## config.mk

```make
export PLATFORM = sky130hd
export DESIGN_NAME = cla_32
export DESIGN_NICKNAME = d
export VERILOG_FILES = /design/src/rtl/cla_pkg.sv /design/src/rtl/cla_4.sv /design/src/rtl/cla_32.sv
export SDC_FILE = /design/constraint.sdc
export NUM_CORES = 1
export LEC_CHECK = 0
export BUFFER_PORTS_ARGS = -buffer_cell sky130_fd_sc_hd__buf_2
export CAP_MARGIN = 20
export CORE_ASPECT_RATIO = 1.1
export CORE_MARGIN = 2
export CORE_UTILIZATION = 40
export DETAILED_ROUTE_END_ITERATION = 16
export PLACE_DENSITY = 0.68
export SYNTH_ARGS = -nofsm -noshare
export SYNTH_HDL_FRONTEND = slang
export SYNTH_HIERARCHICAL = 1
export SYNTH_SLANG_ARGS = --single-unit
```

## constraint.sdc

```tcl
create_clock -name clk -period 6 [get_ports clk]
set_input_delay 0 -clock clk [delete_from_list [all_inputs] [get_ports clk]]
set_output_delay 0 -clock clk [all_outputs]
set_load 0.02 [all_outputs]
```

## src/rtl/cla_pkg.sv

```systemverilog
// Shared sizing constants for the 32-bit carry-lookahead adder.
package cla_pkg;

  localparam int unsigned CLA_WIDTH = 32;
  localparam int unsigned CLA_GRP   = 4;
  localparam int unsigned CLA_NGRP  = CLA_WIDTH / CLA_GRP;

endpackage : cla_pkg

```

## src/rtl/cla_4.sv

```systemverilog
// 4-bit carry-lookahead group: full lookahead internal carries from cin,
// plus group propagate/generate for the second-level carry unit.
module cla_4
  import cla_pkg::*;
(
  input  logic [CLA_GRP-1:0] a,
  input  logic [CLA_GRP-1:0] b,
  input  logic               cin,
  output logic [CLA_GRP-1:0] s,
  output logic               pg,
  output logic               gg
);

  logic [CLA_GRP-1:0] g;
  logic [CLA_GRP-1:0] p;
  logic [CLA_GRP-1:0] c;

  // Per-bit generate/propagate, flattened carries, sum and group terms.
  always_comb begin
    g = a & b;
    p = a ^ b;

    c[0] = cin;
    c[1] = g[0] | (p[0] & cin);
    c[2] = g[1] | (p[1] & g[0]) | (p[1] & p[0] & cin);
    c[3] = g[2] | (p[2] & g[1]) | (p[2] & p[1] & g[0])
         | (p[2] & p[1] & p[0] & cin);

    s  = p ^ c;
    pg = &p;
    gg = g[3] | (p[3] & g[2]) | (p[3] & p[2] & g[1])
       | (p[3] & p[2] & p[1] & g[0]);
  end

endmodule : cla_4

```

## src/rtl/cla_32.sv

```systemverilog
// 32-bit two-level carry-lookahead adder with registered sum, carry-out and
// signed-overflow flag. One-cycle latency, one operation per cycle.
module cla_32
  import cla_pkg::*;
(
  input  logic                 clk,
  input  logic                 rst,
  input  logic [CLA_WIDTH-1:0] a,
  input  logic [CLA_WIDTH-1:0] b,
  input  logic                 c_in,
  output logic [CLA_WIDTH-1:0] s,
  output logic                 c_out,
  output logic                 overflow
);

  logic [CLA_NGRP-1:0]  grp_p;
  logic [CLA_NGRP-1:0]  grp_g;
  logic [CLA_NGRP:0]    grp_c;
  logic [CLA_WIDTH-1:0] sum;
  logic                 c31;

  logic [CLA_WIDTH-1:0] s_d,   s_q;
  logic                 c_out_d, c_out_q;
  logic                 ovf_d,   ovf_q;

  for (genvar k = 0; k < CLA_NGRP; k++) begin : g_grp
    cla_4 u_cla_4 (
      .a   (a[k*CLA_GRP +: CLA_GRP]),
      .b   (b[k*CLA_GRP +: CLA_GRP]),
      .cin (grp_c[k]),
      .s   (sum[k*CLA_GRP +: CLA_GRP]),
      .pg  (grp_p[k]),
      .gg  (grp_g[k])
    );
  end : g_grp

  // Second-level lookahead: each group carry is an independent sum of products.
  always_comb begin
    logic acc;
    logic term;
    grp_c    = '0;
    grp_c[0] = c_in;
    for (int unsigned k = 0; k < CLA_NGRP; k++) begin
      acc = c_in;
      for (int unsigned j = 0; j <= k; j++) begin
        acc = acc & grp_p[j];
      end
      for (int unsigned j = 0; j <= k; j++) begin
        term = grp_g[j];
        for (int unsigned m = j + 1; m <= k; m++) begin
          term = term & grp_p[m];
        end
        acc = acc | term;
      end
      grp_c[k+1] = acc;
    end
  end

  // Carry into bit 31 recovered from the sum bit; next-state for the output register.
  always_comb begin
    c31     = sum[CLA_WIDTH-1] ^ a[CLA_WIDTH-1] ^ b[CLA_WIDTH-1];
    s_d     = sum;
    c_out_d = grp_c[CLA_NGRP];
    ovf_d   = c31 ^ grp_c[CLA_NGRP];
  end

  // Output register; synchronous reset has priority over loading a result.
  always_ff @(posedge clk) begin
    if (rst) begin
      s_q     <= '0;
      c_out_q <= 1'b0;
      ovf_q   <= 1'b0;
    end else begin
      s_q     <= s_d;
      c_out_q <= c_out_d;
      ovf_q   <= ovf_d;
    end
  end

  assign s        = s_q;
  assign c_out    = c_out_q;
  assign overflow = ovf_q;

endmodule : cla_32

```

-- Word level (Yosys, flattened, before mapping)
Index checks and enable logic that the tools add are counted.
- bitwise operators: 283
- reduce and logical (&&, ||, !) cells: 8
- operators with widths (cell ; count):
    1-bit AND ; 148
    1-bit bitwise OR ; 108
    4-bit bitwise XOR ; 16
    4-bit AND ; 8
    4-bit AND reduction ; 8
    1-bit bitwise XOR ; 3
- flip-flop bits (word level): 34
- input bits: 67
- output and inout port bits: 34

-- Depth between registers and ports, before layout
Gate-level depths: netlist of run 1.
- depth in word-level cells: 24
- depth in mapped cells: 14

-- Hierarchy
Netlist of run 1, hierarchy kept.
- modules (own cells, without submodules) (module ; times used ; cells each ; area an instance (µm²)):
    cla_4 ; 8 ; 22 ; 182.7
    cla_32 ; 1 ; 96 ; 1074.8

-- Least setup slack after synthesis of run 1
No wires, ideal clock.
- path kind: input -> register
- from: input port a[2]
- to: register ovf_q (netlist: overflow)
- setup time: 131 ps
- arrival: 2331 ps
- data required time: 5869 ps
- slack: 3538 ps
- stages: 14
- cells stage by stage: ha_1 > a21oi_1 > nand2_1 > a21o_1 > a211oi_2 > nor4_1 > or3_1 > nand4_1 > nand3_1 > xor2_1 > xor2_1 > xnor2_1 > nand3_1 > nor3b_2
- longest elaborated chain between the ends: 24
- elaborated cells between the ends (all ways): 47
- those cells by class: 46 x bitwise; 1 x reduce/logical
- ends and longest elaborated chain (element ; line ; text):
    start, declared ; cla_32.sv:8 ; input logic [CLA_WIDTH-1:0] a,
    4-bit AND / 4-bit bitwise XOR (equally long branches) ; cla_4.sv:20, cla_4.sv:21 ;
    1-bit AND, on equally long branches ; cla_4.sv:31, cla_4.sv:32 ;
    1-bit bitwise OR, or another cell as far along ; cla_4.sv:31 ; gg = g[3] | (p[3] & g[2]) | (p[3] & p[2] & g[1])
    1-bit bitwise OR / 1-bit AND (equally long branches) ; cla_4.sv:31, cla_4.sv:32 ;
    1-bit bitwise OR (*) ; cla_4.sv:32 ; | (p[3] & p[2] & p[1] & g[0]);
    via grp_g[0] ; cla_32.sv:17 ; logic [CLA_NGRP-1:0] grp_g;
    1-bit AND (*) (6 in series) ; cla_32.sv:51 ; term = term & grp_p[m];
    1-bit bitwise OR (*) (7 in series) ; cla_32.sv:53 ; acc = acc | term;
    via grp_c[7] ; cla_32.sv:18 ; logic [CLA_NGRP:0] grp_c;
    1-bit AND (*) ; cla_4.sv:27 ; | (p[2] & p[1] & p[0] & cin);
    1-bit bitwise OR (*) ; cla_4.sv:27 ;
    4-bit bitwise XOR (*) ; cla_4.sv:29 ; s = p ^ c;
    via s_d[31] ; cla_32.sv:22 ; logic [CLA_WIDTH-1:0] s_d, s_q;
    1-bit bitwise XOR (*) (2 in series) ; cla_32.sv:61 ; c31 = sum[CLA_WIDTH-1] ^ a[CLA_WIDTH-1] ^ b[CLA_WIDTH-1];
    1-bit bitwise XOR (*) ; cla_32.sv:64 ; ovf_d = c31 ^ grp_c[CLA_NGRP];
    end signal, assigned ; cla_32.sv:76 ; ovf_q <= ovf_d;
    end, declared ; cla_32.sv:24 ; logic ovf_d, ovf_q;
Mark *: on every way through the listed nets, which the timed path passes. The rest lies on a longest branch.
A chain may end at the register's enable or synchronous reset.

-- Worst setup path after layout of run 1
Ends and elaborated chain as after synthesis.

==> reports/qor.txt, run 1 <==
status - complete, no violations
Clk pwr share - 24.8%
P per Cell Area - 226.6 nW/um2
Post-Route Setup TNS - 0 ps
RSZ-0062 raised after global routing - false
grt total ovfl - 0
pin count of the biggest net entering global routing - 35
Final setup viols - 0
antenna violations before repair - 0
slowest stage delay, CP - 400 ps
clock tree buffer depth - 2
dpl cells - 449
CP Launch Point - a[2]
internal cell power - 480.1 uW
WP depth - 15
Synth Flop Type - dfxtp_1
Cell variety after synth - 27
Post-synth ARST share - 0%
HPWL after DPL - 4372 um
Mapped Area - 2536 um2
worst slew pin tran - 658.1 ps
NetSw - 249.7 uW
# fillers - 618
crit path max-delay cell type - or3_1
hold slack - 156.4 ps
hold crit path type - in2reg
# port buffers - 100
CP Class - in2reg
DR vias - 2187
Die Y - 87.52 um
H-tree Lvls - 2
Worst Path Arrival - 2680 ps
Crit path required time - 6150 ps
Worst-path clk slew - 70 ps
cell count after synthesis - 272
vias per inst - 4.786
relative slew slack - 56.13%
number of DRC markers in iteration 0 - 24
Logic pwr share - 38.9%
Final Max Slew Viols - 0
Final Hold Fails - 0
core footprint - 6156 um2
Final Critical Period - 2528 ps
Synth Warn # - 6
Initial Utilization - 41.20%
Routed WL - 5314 um
Layout Utilization - 52.32%
sequential power share - 36.3%
Critical Path, Cell by Cell - buf_2, ha_1, a21oi_1, nand2_1, a21o_1, a211oi_2, nor4_1, or3_1, nand4_1, nand3_1, xor2_1, xor2_1, xnor2_1, nand3_1, nor3b_2
post-route antenna net violation count - 0
Leakage - 1.764 nW
Final Cycle Share - 42.13%
cell taking the most area after synthesis - dfxtp_1
Placer Congestion - 0.7970
CP Capture Type - flip-flop
register area share after synthesis - 26.84%
maximum vdd drop - 0.00008880 V
area fraction of the dominant cell type after synthesis - 26.84%
cts bufs inserted - 5
Non-Filler Instances - 457
Sw Ratio - 34.22%
First-pass DRT Iterations - 4
DR WL/cell - 11.63 um
die width - 79.92 um
DIE AREA - 6994 um2
Seq cells post-synth - 34
Resized Gates After CTS - 0
hold buffer count at CTS - 0
Num Clock Sinks - 34
GRT Util Overall - 15.89%
post-CTS setup buffers - 0
ANT cells - 0
CTS tree - built
Synth top cells by count - 40 x ha_1, 34 x dfxtp_1, 34 x inv_1, 32 x nor2b_1, 19 x a21o_1
Synth area leaders - dfxtp_1 27%, ha_1 20%, nor2b_1 7.9%, fa_1 6.3%, xnor2_1 5.9%
Crit path buffers/inverters - 1
top-count cell post-synth - ha_1
Tot Pwr - 729.8 uW
# rows - 30
area delta synth->final - 26.99%
fmax - 395.6 MHz
Max Cap Viol - 0
IO Pins - 101
Crit Path Max Fanout - 5
Worst Setup EP - overflow
first-pass GRT wire length - 8783 um
Root Buffer - clkbuf_8
vias in the first global route - 2083
syn_area_per_cell - 9.324 um2
Synthesized Nets - 387
layout cells sized above 1 - 34.22%
detailed-route DRC error count - 0
# nets final - 491
Post-synth EDFFs - 0
Startpoint Class - input port
Largest delay share family, worst path - simple AND/OR/NAND/NOR gates
==> layout by cell type (no fill, tap or decap), drive strengths merged, types with 2 or more instances in the layout <==
| master | synthesis | routed |
|---|---|---|
| nand2 | 10 | 10 |
| dfxtp | 34 | 34 |
| nand4 | 8 | 8 |
| inv | 34 | 34 |
| fa | 8 | 8 |
| a21oi | 20 | 20 |
| xor2 | 9 | 9 |
| o21ai | 2 | 2 |
| clkbuf | 3 | 6 |
| ha | 40 | 40 |
| a21o | 20 | 20 |
| nand3 | 18 | 18 |
| xnor2 | 17 | 17 |
| nor2b | 32 | 32 |
| buf | 0 | 100 |
| and4 | 8 | 8 |
==> area by class of cell <==
type / count / area (um2) / area share, %
clock buffer: 6 / 82.58 / 2.564
clock inverter: 2 / 12.51 / 0.3885
inverter: 34 / 127.6 / 3.963
multi-input combinational: 201 / 1717 / 53.30
sequential: 34 / 680.7 / 21.13
tap: 80 / 100.1 / 3.108
timing repair buffer: 100 / 500.5 / 15.54
==> per-stage QoR <==
step / area, um2 / worst slack [ps]
after CTS: 3221 / 3478
after floorplan: 2536 / 3538
after global routing: 3221 / 3201
after detailed placement: 3126 / 3170
final: 3221 / 3472
after global placement: 3126 / 3282
==> cells by family (layout without fill, tap and decap cells) <==
logic type               after synthesis  count (layout)  share of synthesized area (%)
AND/OR/NAND/NOR                       81              81                          19.54
adder cells (fa/ha/maj)               48              48                          26.05
AO/OA/AOI/OAI                         46              46                          13.12
buffers and inverters                 37             142                          5.476
flip-flops                            34              34                          26.84
XOR/XNOR                              26              26                          8.979
==> tightest hold or removal path, delay by kind of cell <==
kind / cells / cell delay, ps
simple gates: 1 / 60
xor+xnor: 1 / 90
compound gates: 1 / 150
buf+inv: 1 / 100
==> power groups by stage <==
stage	registers (mW)	clock network [mW]	logic (mW)
2_1_floorplan	0.313	0	0.159
3_3_place_gp	0.270	0	0.282
3_5_place_dp	0.270	0	0.286
4_1_cts	0.265	0.188	0.288
5_1_grt	0.267	0.198	0.320
6_report	0.265	0.181	0.284
==> layer usage <==
metal | track usage (%) | share of wire [%] | up-vias
li1 | - | - | 1128
met1 | 17.90 | 42 | 978
met2 | 29.55 | 50 | 75
met3 | 3.216 | 6.7 | 6
met4 | 5.547 | 1.3 | 0
met5 | 0 | 0 | -
==> how the worst min path moves through the flow <==
stage | from | to | cells past startpoint | slack, ps
floorplan | rst | s[18] | 1 | 70
global placement | s[5] | s[5] | 1 | 420
detailed placement | s[8] | s[8] | 1 | 420
CTS | a[31] | overflow | 4 | 140
global route | a[31] | overflow | 4 | 180
finish | a[31] | overflow | 4 | 160
==> flip-flops by register name, summed over array words and instances (netlist names) <==
register / flops
c_out: 1
overflow: 1
s: 32
Note: power is estimated with default switching activity, not from simulation.
==> inputs of run 2 (changes only) <==
PLACE_DENSITY = 0.71   (was 0.68)
clock period = 2.1 ns   (was 6 ns; I/O delays follow)
==> reports/qor.txt, run 2 (synthesis gave the netlist of run 1 again) <==
slowest stage delay, CP - 400 ps
die width - 79.92 um
H-tree Lvls - 2
Tot Pwr - 2.231 mW
maximum vdd drop - 0.0003759 V
RSZ-0062 raised after global routing - true
crit path max-delay cell type - or3_4
clock tree buffer depth - 2
post-route antenna net violation count - 0
area delta synth->final - 49.33%
dpl cells - 495
ANT cells - 0
# port buffers - 100
Sw Ratio - 33.39%
sequential power share - 34.0%
internal cell power - 1.486 mW
Crit path required time - 2250 ps
detailed-route DRC error count - 0
CP Capture Type - flip-flop
Die Y - 87.52 um
# rows - 30
pin count of the biggest net entering global routing - 35
failing checks - negative setup slack
fmax - 432.9 MHz
antenna violations before repair - 0
Routed WL - 5869 um
Crit Path Max Fanout - 4
Logic pwr share - 43.3%
cts bufs inserted - 5
HPWL after DPL - 4764 um
# fillers - 546
vias in the first global route - 2314
core footprint - 6156 um2
Num Clock Sinks - 34
DR WL/cell - 11.53 um
DR vias - 2390
Final Max Slew Viols - 0
post-route setup slack - -209.9 ps
worst slew pin tran - 643.0 ps
commonest non-fill, non-tap cell in the layout - buf_2
vias per inst - 4.695
Final Critical Period - 2310 ps
Initial Utilization - 41.20%
IO Pins - 101
CP Class - in2reg
relative slew slack - 57.14%
GRT Util Overall - 17.37%
Leakage - 2.038 nW
Worst Path Arrival - 2460 ps
Placer Congestion - 0.8236
Startpoint Class - input port
Final Cycle Share - 110.0%
WHS Path Cells - 4
Non-Filler Instances - 509
Largest delay share family, worst path - simple AND/OR/NAND/NOR gates
hold path startpoint - a[31]
Final Hold Fails - 0
most frequent cells in the layout - 98 x buf_2, 51 x buf_4, 34 x dfxtp_1
status - complete, but fails checks
grt total ovfl - 0
P per Cell Area - 588.9 nW/um2
first-pass GRT wire length - 9708 um
Critical Path, Cell by Cell - buf_6, ha_4, a21oi_2, nand2_1, a21o_1, a211oi_2, nor4_2, or3_4, nand4_1, nand3_2, xor2_2, xor2_1, xnor2_1, nand3_1, nor3b_2
layout cells sized above 1 - 46.85%
Hold Path Sink - overflow
Root Buffer - clkbuf_8
First-pass DRT Iterations - 4
hold slack - 145.3 ps
Final setup viols - 3
number of DRC markers in iteration 0 - 33
CTS tree - built
# nets final - 543
Layout Utilization - 61.52%
Max Cap Viol - 0
max FFs per register - 32
hold crit path type - in2reg
DIE AREA - 6994 um2
Crit path buffers/inverters - 1
NetSw - 744.9 uW
Worst-path clk slew - 70 ps
Clk pwr share - 22.6%
## run 2: metrics by stage
step	area [um2]	TNS, ps	setup WS (ps)
2_1_floorplan	2659	-310.4	-235.0
3_3_place_gp	3593	-3744	-455.0
3_5_place_dp	3593	-3857	-542.7
4_1_cts	3742	-450.0	-221.2
5_1_grt	3787	-1419	-351.0
6_report	3787	-313.7	-209.9
## run 2: worst max-delay path by stage
| stage | from | cells past startpoint | slack (ps) | to |
|---|---|---|---|---|
| 3_5_place_dp | a[2] | 15 | -540 | overflow |
| 5_1_grt | b[6] | 15 | -350 | overflow |
| 6_report | b[6] | 15 | -210 | overflow |
| 4_1_cts | b[6] | 15 | -220 | overflow |
| 2_1_floorplan | a[22] | 14 | -240 | overflow |
| 3_3_place_gp | a[6] | 15 | -450 | overflow |
## run 2: what timing repair did
action / CTS / global route
pin swaps: 12 / 3
hold buffers: 0 / 0
setup buffers: 6 / 0
endpoints found under the hold margin: 0 / 0
gates resized for setup: 2 / 10
setup endpoints to repair: 5 / 13
## run 2: power groups by stage
stage / logic [mW] / registers (mW) / clock network [mW]
2_1_floorplan: 0.482 / 0.893 / 0
3_3_place_gp: 0.930 / 0.773 / 0
3_5_place_dp: 0.949 / 0.774 / 0
4_1_cts: 0.959 / 0.760 / 0.515
5_1_grt: 1.07 / 0.765 / 0.547
6_report: 0.966 / 0.759 / 0.505
## run 2: area by class of cell
| cell class | count | area, um2 | area share (%) |
|---|---|---|---|
| tap | 80 | 100.1 | 2.643 |
| inverter | 34 | 127.6 | 3.370 |
| timing repair buffer | 152 | 907.1 | 23.95 |
| multi-input combinational | 201 | 1881 | 49.65 |
| clock inverter | 1 | 5.005 | 0.1321 |
| clock buffer | 7 | 86.33 | 2.279 |
| sequential | 34 | 680.7 | 17.97 |
## run 2: metal layers
layer | GRT usage (%) | share of wire (%) | up-vias
met5 | 0 | 0 | -
met2 | 31.59 | 51 | 63
met1 | 20.18 | 42 | 1093
li1 | - | - | 1228
met4 | 4.931 | 1.2 | 0
met3 | 4.253 | 5.8 | 6
==> inputs of run 3 (changes only) <==
CORE_ASPECT_RATIO = 0.75   (was 1.1)
CORE_UTILIZATION = 25   (was 40)
PLACE_DENSITY = default   (was 0.71)
==> reports/qor.txt, run 3 (synthesis gave the netlist of run 1 again) <==
status - complete, but fails checks
failing checks - negative setup slack
cts bufs inserted - 5
Max Cap Viol - 0
grt total ovfl - 0
commonest non-fill, non-tap cell in the layout - buf_2
hold buffer count at CTS - 0
post-route setup slack - -203.5 ps
Final Critical Period - 2304 ps
P per Cell Area - 613.0 nW/um2
# rows - 31
Hold Path Sink - overflow
Root Buffer - clkbuf_16
Placed Area - 3726 um2
HPWL after DPL - 5460 um
hold path startpoint - a[31]
relative slew slack - 50.81%
layout cells sized above 1 - 53.59%
antenna violations before repair - 0
GRT Util Overall - 12.42%
Placer Congestion - 0.7931
Worst-path clk slew - 60 ps
number of DRC markers in iteration 0 - 52
vias in the first global route - 2394
detailed-route DRC error count - 0
DP Worst Slack - -597.9 ps
maximum vdd drop - 0.0003100 V
hold slack - 191.6 ps
Multi-input gate area - 1998 um2
clock tree buffer depth - 2
CP Capture Type - flip-flop
CTS tree - built
crit path max-delay cell type - fa_2
die width - 120.3 um
core footprint - 9774 um2
RSZ-0062 raised after global routing - true
Final Max Slew Viols - 0
slowest stage delay, CP - 440 ps
post-route cell area - 4165 um2
Num Clock Sinks - 34
DR WL/cell - 11.74 um
Crit path buffers/inverters - 4
ANT cells - 0
Critical Path, Cell by Cell - buf_6, ha_4, a21oi_2, nand2_1, a21o_4, a211oi_4, buf_4, nor2_4, or2_4, a21o_1, a21o_1, inv_2, fa_2, inv_2, nor2b_4
Die Y - 91.23 um
Crit Path Max Fanout - 3
fmax - 434.1 MHz
DIE AREA - 10970 um2
Leakage - 2.161 nW
vias per inst - 4.223
first-pass GRT wire length - 11010 um
post-route antenna net violation count - 0
most frequent cells in the layout - 98 x buf_2, 66 x buf_4, 34 x dfxtp_1
H-tree Lvls - 2
First-pass DRT Iterations - 4
# port buffers - 100
Crit path required time - 2320 ps
CP Class - in2reg
DR vias - 2441
Routed WL - 6783 um
Reg area - 680.7 um2
Final Cycle Share - 109.7%
Startpoint Class - input port
# fillers - 970
hold crit path type - in2reg
IO Pins - 101
area delta synth->final - 64.23%
WHS Path Cells - 4
# nets final - 561
Final setup viols - 11
pin count of the biggest net entering global routing - 35
Worst Path Arrival - 2520 ps
Largest delay share family, worst path - compound AO/OA/AOI/OAI gates
Final Hold Fails - 0
worst slew pin tran - 737.9 ps
Post-Route Setup TNS - -1214 ps
Initial Utilization - 25.95%
max FFs per register - 32
run 3: cell types whose count changed in the layout (fill, tap and decap cells not counted), sizes merged:
cell    change
buf        +18
clkbuf      -2
clkinv      +1
run 3: how the worst max path moves through the flow:
stage | startpoint | end | depth (start not counted)
2_1_floorplan | a[22] | overflow | 14
3_3_place_gp | a[2] | overflow | 15
3_5_place_dp | a[2] | overflow | 15
4_1_cts | b[6] | overflow | 15
5_1_grt | a[2] | overflow | 15
6_report | b[6] | s[20] | 15
run 3: per-stage QoR:
step / power (mW) / utilization, % / cells
floorplan: 1.375 / - / 272
global placement: 1.746 / 38.12 / 556
detailed placement: 1.766 / 38.12 / 556
CTS: 2.523 / 40.58 / 575
global route: 2.742 / 42.61 / 578
finish: 2.553 / 42.61 / 578
run 3: power breakdown:
part	switching (mW)	leakage [nW]	internal, mW	total (mW)
Combinational	0.528	1.81	0.562	1.09
Sequential	0.0216	0.283	0.738	0.759
Clock	0.276	0.0694	0.428	0.704
run 3: repair_timing:
item                                    CTS  global route
hold endpoints to repair                  0             0
pin swaps                                22            23
gates resized for setup                   5            37
endpoints found under the setup margin   11            20
buffers inserted                         12             5
run 3: layer usage:
layer / routed length, um / global-route usage [%]
met5: 0 / 0
met1: 3210 / 16.43
met4: 61 / 3.004
met2: 3106 / 20.17
met3: 404 / 3.266
run 3: area by class of cell:
cell class	count	area share (%)
inverters	34	3.184
clock inverters	2	0.2403
multi-input cells	201	47.97
clock buffers	5	3.004
repair buffers	170	25.29
well taps	132	3.965
flip-flops and latches	34	16.34
run 3: tightest hold or removal path: cells and delay by family:
kind | cells | cell delay (ps)
and+or+nand+nor | 2 | 210
xor gates and xnor gates | 1 | 90
buffers and inverters | 1 | 120
